$ cat src/rtl/minifloat_packer.sv
// Packs 7-bit minifloat codes four to a 28-bit word, with flush of partial words.
// Optional MINIFLOAT_PACKER_PARITY_EN adds a registered even-parity output.
module minifloat_packer (
    input  logic        clk,
    input  logic        rst_n,
    input  logic        in_valid,
    input  logic [6:0]  in_code,
    output logic        in_ready,
    input  logic        flush,
    output logic        out_valid,
    output logic [27:0] out_data,
    output logic [2:0]  out_count,
    input  logic        out_ready,
`ifdef MINIFLOAT_PACKER_PARITY_EN
    output logic        out_parity,
`endif
    output logic [15:0] out_words
);

    logic [20:0] acc_q, acc_d;
    logic [1:0]  acc_cnt_q, acc_cnt_d;
    logic        flush_pend_q, flush_pend_d;
    logic        out_valid_q, out_valid_d;
    logic [27:0] out_data_q, out_data_d;
    logic [2:0]  out_count_q, out_count_d;
    logic [15:0] out_words_q, out_words_d;
    logic        out_parity_q, out_parity_d;

    logic        out_free;
    logic        accept;
    logic        full_load;
    logic        flush_act;
    logic        part_emit;
    logic [20:0] acc_eff;
    logic [2:0]  cnt_eff;
    logic [27:0] load_data;
    logic [2:0]  load_cnt;

    assign out_free = !out_valid_q || out_ready;
    assign in_ready = rst_n && ((acc_cnt_q != 2'd3) || out_free);
    assign accept   = in_valid && in_ready;

    always_comb begin
        acc_eff   = acc_q;
        cnt_eff   = {1'b0, acc_cnt_q};
        if (accept && (acc_cnt_q != 2'd3)) begin
            unique case (acc_cnt_q)
                2'd0:    acc_eff[6:0]   = in_code;
                2'd1:    acc_eff[13:7]  = in_code;
                default: acc_eff[20:14] = in_code;
            endcase
            cnt_eff = {1'b0, acc_cnt_q} + 3'd1;
        end

        // A full-word load implies the output register is free (in_ready).
        full_load = accept && (acc_cnt_q == 2'd3);
        flush_act = flush || flush_pend_q;
        part_emit = flush_act && (cnt_eff != 3'd0) && out_free && !full_load;

        if (full_load) begin
            load_data = {in_code, acc_q};
            load_cnt  = 3'd4;
        end else begin
            load_data = {7'd0, acc_eff};
            load_cnt  = cnt_eff;
        end

        acc_d     = acc_eff;
        acc_cnt_d = cnt_eff[1:0];
        if (full_load || part_emit) begin
            acc_d     = 21'd0;
            acc_cnt_d = 2'd0;
        end

        out_valid_d  = out_valid_q;
        out_data_d   = out_data_q;
        out_count_d  = out_count_q;
        out_parity_d = out_parity_q;
        if (full_load || part_emit) begin
            out_valid_d  = 1'b1;
            out_data_d   = load_data;
            out_count_d  = load_cnt;
            // Unused lanes are zero, so whole-word parity equals lane parity.
            out_parity_d = ^load_data;
        end else if (out_valid_q && out_ready) begin
            out_valid_d = 1'b0;
        end

        out_words_d = out_words_q;
        if (out_valid_q && out_ready) begin
            out_words_d = out_words_q + 16'd1;
        end

        flush_pend_d = flush_pend_q;
        if (full_load || part_emit) begin
            flush_pend_d = 1'b0;
        end else if (flush_act && (cnt_eff == 3'd0)) begin
            flush_pend_d = 1'b0;
        end else if (flush) begin
            flush_pend_d = 1'b1;
        end
    end

    always_ff @(posedge clk) begin
        if (!rst_n) begin
            acc_q        <= 21'd0;
            acc_cnt_q    <= 2'd0;
            flush_pend_q <= 1'b0;
            out_valid_q  <= 1'b0;
            out_data_q   <= 28'd0;
            out_count_q  <= 3'd0;
            out_words_q  <= 16'd0;
            out_parity_q <= 1'b0;
        end else begin
            acc_q        <= acc_d;
            acc_cnt_q    <= acc_cnt_d;
            flush_pend_q <= flush_pend_d;
            out_valid_q  <= out_valid_d;
            out_data_q   <= out_data_d;
            out_count_q  <= out_count_d;
            out_words_q  <= out_words_d;
            out_parity_q <= out_parity_d;
        end
    end

    assign out_valid = out_valid_q;
    assign out_data  = out_data_q;
    assign out_count = out_count_q;
    assign out_words = out_words_q;

`ifdef MINIFLOAT_PACKER_PARITY_EN
    assign out_parity = out_parity_q;
`else
    logic unused_parity;
    assign unused_parity = out_parity_q;
`endif

endmodule
$ cat config.mk
export PLATFORM = sky130hd
export DESIGN_NAME = minifloat_packer
export DESIGN_NICKNAME = d
export VERILOG_FILES = /design/src/rtl/minifloat_packer.sv
export SDC_FILE = /design/constraint.sdc
export NUM_CORES = 1
export LEC_CHECK = 0
export CAP_MARGIN = 10
export CORE_ASPECT_RATIO = 1.25
export CORE_MARGIN = 4
export CORE_UTILIZATION = 47
export CTS_CLUSTER_DIAMETER = 80
export DETAILED_ROUTE_END_ITERATION = 8
export PLACE_DENSITY = 0.74
export SLEW_MARGIN = 5
export SYNTH_ARGS = -nofsm -noshare
export SYNTH_HDL_FRONTEND = slang
export SYNTH_SLANG_ARGS = --single-unit
$ cat constraint.sdc
create_clock -name clk -period 5.76 [get_ports clk]
set_input_delay 1.152 -clock clk [delete_from_list [all_inputs] [get_ports clk]]
set_output_delay 1.152 -clock clk [all_outputs]
set_load 0.01 [all_outputs]
==> results by group, run 1 <==
Timing
  – Peak Freq: 246 MHz
  – Relative slew slack: 0.372
  – RSZ-0062 raised after global routing: no
  – Max Clock Skew: 0.00558 ns
  – Setup TNS: 0 ns
  – Worst-Margin Slew: 0.935 ns
  – Fin crit share: 0.705
  – Final hold vios: 0
  – Final Max Tran Viols: 0
  – Fin crit period: 4.06 ns
  – Setup violators final: 0

Critical path
  – CP Launch Point: out_ready
  – Crit Path Class: input pin to output port
  – CP top delay family: buffers and inverters
  – Slowest CP cell: nor2b_1
  – Worst-path cell chain: clkdlybuf4s50_1 -> nor2b_1 -> a21oi_1 -> clkdlybuf4s50_1
  – Worst path arrival time: 2.91 ns
  – CP most frequent cell: clkdlybuf4s50_1
  – Setup crit start kind: input pin
  – FF-to-FF Start: acc_cnt_q[0]
  – Crit path capture type: output port
  – Worst Path Buf+Inv: 2
  – Critical path required time: 4.61 ns
  – Worst Path Max Fanout: 7
  – Slowest Stage Delay on Critical Path: 0.58 ns

Route
  – DR DRC count: 0
  – Initial DRC Count: 164
  – Vias per inst: 5.46
  – TritonRoute pass-1 iters: 4
  – Via count: 2491
  – ANT nets after route: 0
  – Final WL: 6910 um
  – Routed len/inst: 15.2 um

Finish
  – N_diodes: 0
  – Nets: 382
  – Commonest non-fill, non-tap cell in the layout: dfxtp_1
  – Area grow syn2layout: 25.5%
  – Filler Cells Inserted: 568
  – Share of cells above drive strength 1: 0.0728
  – Most frequent cells in the layout: dfxtp_1 (72), clkdlybuf4s50_1 (60), nand2_1 (36)
  – Final instance area: 3730 um^2

Clock tree
  – CTS tree: done
  – Post-CTS setup-driven buffer insertion count: 0
  – Hold_buf cts: 0
  – Root Buffer: clkbuf_8
  – Resize count post-CTS: 0
  – CTS Buf Count: 9
  – Sinks on Clock Net: 72
  – Deepest clock path buffer count: 2
  – Clk_lat worst skew: 0.35 ns
  – CTS clk-pin slew, worst paths: 0.07 ns
  – H-Tree Depth: 3

Logic synthesis
  – Asr flop ratio synth: 0
  – Post-synth top area share: 0.485
  – Post-synth EDFFs: 0
  – Cell taking the most area after synthesis: dfxtp_1
  – Synth Area per Inst: 9.53 um^2
  – Syn. warnings: 0
  – Cell Area, Synth: 2970 um^2
  – Synth top area cells: dfxtp_1 (48%), nand2_1 (4.5%), a211oi_1 (4.3%), a21oi_1 (3.7%), a221o_1 (3.0%)
  – Yosys reg bits: 72
  – Post-synthesis sequential area ratio: 0.485
  – Gate Count Post-Synth: 312
  – Syn Nets: 328
  – Synth cell types: 52
  – Top_reg_cell synth: dfxtp_1

Global route
  – First-pass GRT wire length: 11600 um
  – Initial antenna violation count: 0
  – All-layer global routing usage: 0.190
  – Vias in the first global route: 2451
  – Total grt overflow: 0
  – Pin count of the biggest net entering global routing: 29

Placed design
  – DP Area: 3570 um^2
  – GP Congestion: 0.790
  – # port buffers: 60
  – Dpl hpwl: 4880 um

Die
  – Die height: 96.9 um
  – Standard-cell rows: 32
  – Initial Util: 0.482
  – Die area: 7670 um^2
  – I/O pins: 61
  – Die W: 79.2 um
  – Placeable Area: 6170 um^2

Pwr
  – VDD IR-drop max: 149 uV
  – Leakage: 1.37 nW
  – Power Dens Cells: 267 nW/um^2

Hold path
  – Beginning of the worst hold path: acc_q[16]
  – Min-Delay Path Class: flip-flop to flip-flop

Flow run
  – Maxcap violations: 0

Status
  – Status: finished clean
cell type report:
cell class / count / area (um^2) / share of cell area
sequential: 72 / 1440 / 0.386
multi-input combinational: 209 / 1360 / 0.365
timing repair buffer: 63 / 623 / 0.167
clock buffer: 16 / 160 / 0.0429
tap: 85 / 106 / 0.0285
inverter: 11 / 41.3 / 0.0111
flip-flops by register name, summed over array words and instances (netlist names):
name and flops:
acc_q 21, out_words 16, out_valid 1, out_count 3, flush_pend_q 1, acc_cnt_q 2, out_data 28
layer usage:
| layer | up-vias | share of wire | track usage | wire length, um |
|---|---|---|---|---|
| met4 | 0 | 0.023 | 0.103 | 161 |
| met1 | 1199 | 0.44 | 0.232 | 3070 |
| met5 | - | 0 | 0 | 0 |
| met2 | 57 | 0.49 | 0.309 | 3390 |
| met3 | 11 | 0.042 | 0.0400 | 288 |
| li1 | 1224 | - | - | - |
per-stage QoR:
stage	worst slack, ns	cells	total power (W)	hold slack (ns)	util
after floorplan	2.70	312	0.000616	0.435	-
after global placement	1.75	440	0.000663	0.442	0.580
after detailed placement	1.73	440	0.000666	0.448	0.580
after CTS	1.70	456	0.00101	0.458	0.606
after global routing	1.56	456	0.00104	0.474	0.606
final	1.70	456	0.000996	0.455	0.606
report_power, final:
part | internal (W) | switching, W
Sequential | 0.000516 | 0.0000115
Combinational | 0.0000549 | 0.0000715
Clock | 0.000170 | 0.000173
cells in the mapped netlist (3+ instances only):
cell,number
nor2_1,24
xor2_1,7
clkbuf_1,3
dfxtp_1,72
mux2i_1,9
and3_1,9
xnor2_1,4
a22o_1,7
nor3_1,3
nand2_1,36
o21ai_0,3
a211oi_1,17
nand3_1,8
buf_4,9
o221ai_1,4
a221o_1,9
ha_1,4
nand4_1,4
buf_2,5
a21oi_1,22
inv_1,10
cell families after synthesis:
| group | synth area share |
|---|---|
| muxes | 0.0303 |
| adders and majority gates | 0.0168 |
| buffers and inverters | 0.0576 |
| and+or+nand+nor | 0.189 |
| xor gates and xnor gates | 0.0324 |
| DFF | 0.485 |
| AOI/OAI and AO/OA | 0.189 |
worst min-delay path, stage by stage (launching register included):
cell and delay, ns:
dfxtp_1 0.31, nand2_1 0.05, a21oi_1 0.05
final timing paths:
path                               endpoint  slack (ns)  cells after the start
worst max-delay path               in_ready        1.70                      4
worst min-delay path              acc_q[16]        0.46                      2
worst max register to register  out_data[5]        3.41                      7
worst min register to register    acc_q[16]        0.46                      2
(Power assumes the default switching activity.)
==> inputs of run 2 (changes only) <==
--- a/config.mk
+++ b/config.mk
@@ -8,10 +8,10 @@
 export CAP_MARGIN = 10
 export CORE_ASPECT_RATIO = 1.25
 export CORE_MARGIN = 4
-export CORE_UTILIZATION = 47
+export CORE_UTILIZATION = 46
 export CTS_CLUSTER_DIAMETER = 80
 export DETAILED_ROUTE_END_ITERATION = 8
-export PLACE_DENSITY = 0.74
+export PLACE_DENSITY = 0.76
 export SLEW_MARGIN = 5
 export SYNTH_ARGS = -nofsm -noshare
 export SYNTH_HDL_FRONTEND = slang
==> constraint.sdc (replaced) <==
create_clock -name clk -period 3.35 [get_ports clk]
set_input_delay 0.67 -clock clk [delete_from_list [all_inputs] [get_ports clk]]
set_output_delay 0.67 -clock clk [all_outputs]
set_load 0.01 [all_outputs]
==> run 2 against run 1 <==
Count of clock-buffer cells in the layout shrank 6. Flip-flop and latch count is the same. Routed wire length grew 1.2%. Worst setup slack lost 1.1 ns. Utilization grew 0.51 points. Via count grew 1.7%. Critical path depth is the same. Non-clock buffer count grew 8. Hold slack gained 0.0049 ns. Clock power grew 85%. Combinational power grew 84%. Clock skew grew 0.0063 ns.
==> results by group, run 2 (same netlist as run 1, synthesis figures left out) <==
Status
  – Status: finished clean

Timing
  – Final hold vios: 0
  – PnR worst setup slack: 0.592 ns
  – Fin crit share: 0.823
  – Max Clock Skew: 0.0118 ns
  – Final Max Tran Viols: 0
  – Peak Freq: 363 MHz
  – Setup violators final: 0
  – Relative slew slack: 0.480
  – RSZ-0062 raised after global routing: no
  – Setup TNS: 0 ns
  – Worst-Margin Slew: 0.780 ns
  – Fin crit period: 2.76 ns

Finish
  – Final instance area: 3810 um^2
  – Multi-input gate area: 1360 um^2
  – Most frequent cells in the layout: dfxtp_1 (72), clkdlybuf4s50_1 (60), nand2_1 (36)
  – Nets: 390
  – N_diodes: 0
  – Final core utilization: 0.611
  – Share of cells above drive strength 1: 0.108
  – Reg area: 1440 um^2
  – Max FFs per register: 28
  – Commonest non-fill, non-tap cell in the layout: dfxtp_1
  – Area grow syn2layout: 28.2%
  – Filler Cells Inserted: 596

Pwr
  – Pwr Total: 0.00177 W
  – Switching share of total power: 0.275
  – Power Dens Cells: 464 nW/um^2
  – Psw: 0.000486 W
  – Clock group share of total power: 0.357
  – Combinational share of power: 0.131
  – Leakage: 1.42 nW
  – Sequential share of power: 0.512
  – Internal power: 0.00128 W
  – VDD IR-drop max: 292 uV

Global route
  – Initial antenna violation count: 0
  – Pin count of the biggest net entering global routing: 26
  – Vias in the first global route: 2567
  – Total grt overflow: 0
  – All-layer global routing usage: 0.187
  – First-pass GRT wire length: 11700 um

Die
  – I/O pins: 61
  – Die W: 79.9 um
  – Standard-cell rows: 32
  – Placeable Area: 6250 um^2
  – Initial Util: 0.476
  – Die area: 7820 um^2
  – Die height: 97.9 um

Route
  – Routed len/inst: 15.1 um
  – Vias per inst: 5.46
  – Via count: 2533
  – Initial DRC Count: 130
  – Final WL: 6990 um
  – ANT nets after route: 0
  – DR DRC count: 0
  – TritonRoute pass-1 iters: 5

Clock tree
  – CTS Buf Count: 9
  – Clk_lat worst skew: 0.35 ns
  – Deepest clock path buffer count: 2
  – H-Tree Depth: 3
  – CTS tree: done
  – Post-CTS setup-driven buffer insertion count: 0
  – Sinks on Clock Net: 72
  – Hold_buf cts: 0
  – Resize count post-CTS: 0
  – Root Buffer: clkbuf_8
  – CTS clk-pin slew, worst paths: 0.08 ns

Critical path
  – FF-to-FF Start: acc_cnt_q[0]
  – Slowest Stage Delay on Critical Path: 0.59 ns
  – Crit Path Class: input pin to output port
  – CP Launch Point: out_ready
  – Slowest CP cell: clkdlybuf4s50_1
  – Crit path capture type: output port
  – Worst path arrival time: 2.09 ns
  – Reg2reg setup slack: 1.02 ns
  – FF-to-FF End: out_data[0]
  – Worst Path Max Fanout: 6
  – R2r worst-path depth: 7
  – Worst-path cell chain: clkdlybuf4s50_1 -> nor2b_1 -> a21oi_1 -> clkdlybuf4s50_1
  – Worst Path Buf+Inv: 2
  – Critical path required time: 2.68 ns
  – CP most frequent cell: clkdlybuf4s50_1
  – Setup crit start kind: input pin
  – CP top delay family: buffers and inverters

Placed design
  – Dpl hpwl: 5030 um
  – GP Congestion: 0.811
  – DP Area: 3630 um^2
  – # port buffers: 60
  – DP Worst Slack: 0.479 ns

Hold path
  – Hold path depth: 2
  – Hold worst-path end: acc_q[11]
  – Min-Delay Path Class: flip-flop to flip-flop
  – Beginning of the worst hold path: acc_q[11]

Flow run
  – Maxcap violations: 0
==> run 2: cell types whose count changed in the layout (fill, tap and decap cells not counted) <==
cell / before / now
buf_4: 3 / 11
clkbuf_1: 6 / 0
clkinv_2: 0 / 2
clkinvlp_4: 0 / 2
inv_6: 0 / 2
==> run 2: power groups by stage <==
stage               clock (W)  sequential, W  combinational, W
finish               0.000631       0.000907          0.000232
global route         0.000674       0.000910          0.000255
detailed placement          0       0.000926          0.000232
floorplan                   0       0.000932          0.000126
CTS                  0.000637       0.000907          0.000233
global placement            0       0.000926          0.000227
==> run 2: layout make-up <==
type / count / share of cell area
multi-input combinational: 209 / 0.357
clock buffer: 10 / 0.0361
sequential: 72 / 0.378
timing repair buffer: 71 / 0.179
clock inverter: 6 / 0.0112
inverter: 11 / 0.0108
tap: 85 / 0.0279
==> run 2: worst max-delay path by stage <==
stage	slack, ns	cells past startpoint	end
6_report	0.59	4	in_ready
5_1_grt	0.51	4	in_ready
4_1_cts	0.57	4	in_ready
3_5_place_dp	0.48	7	out_data[12]
3_3_place_gp	0.56	7	out_data[7]
2_1_floorplan	1.25	4	in_ready
==> run 2: metrics by stage <==
| stage | hold WS [ns] | std cells |
|---|---|---|
| final | 0.460 | 464 |
| after global routing | 0.471 | 464 |
| after CTS | 0.460 | 464 |
| after detailed placement | 0.450 | 448 |
| after global placement | 0.442 | 448 |
| after floorplan | 0.435 | 312 |
==> run 2: per-layer routing <==
metal | vias up | wire [um] | global-route usage
met1 | 1209 | 3060 | 0.227
met2 | 68 | 3480 | 0.314
met3 | 16 | 339 | 0.0452
met5 | - | 0 | 0
li1 | 1240 | - | -
met4 | 0 | 116 | 0.0780
==> run 2: worst register-to-register path: stages (launching register included) <==
cell and delay (ns):
dfxtp_1 0.44, inv_1 0.07, ha_1 0.31, nor2b_1 0.21, mux2i_1 0.16, buf_4 0.20, a21oi_2 0.61, a221o_1 0.28
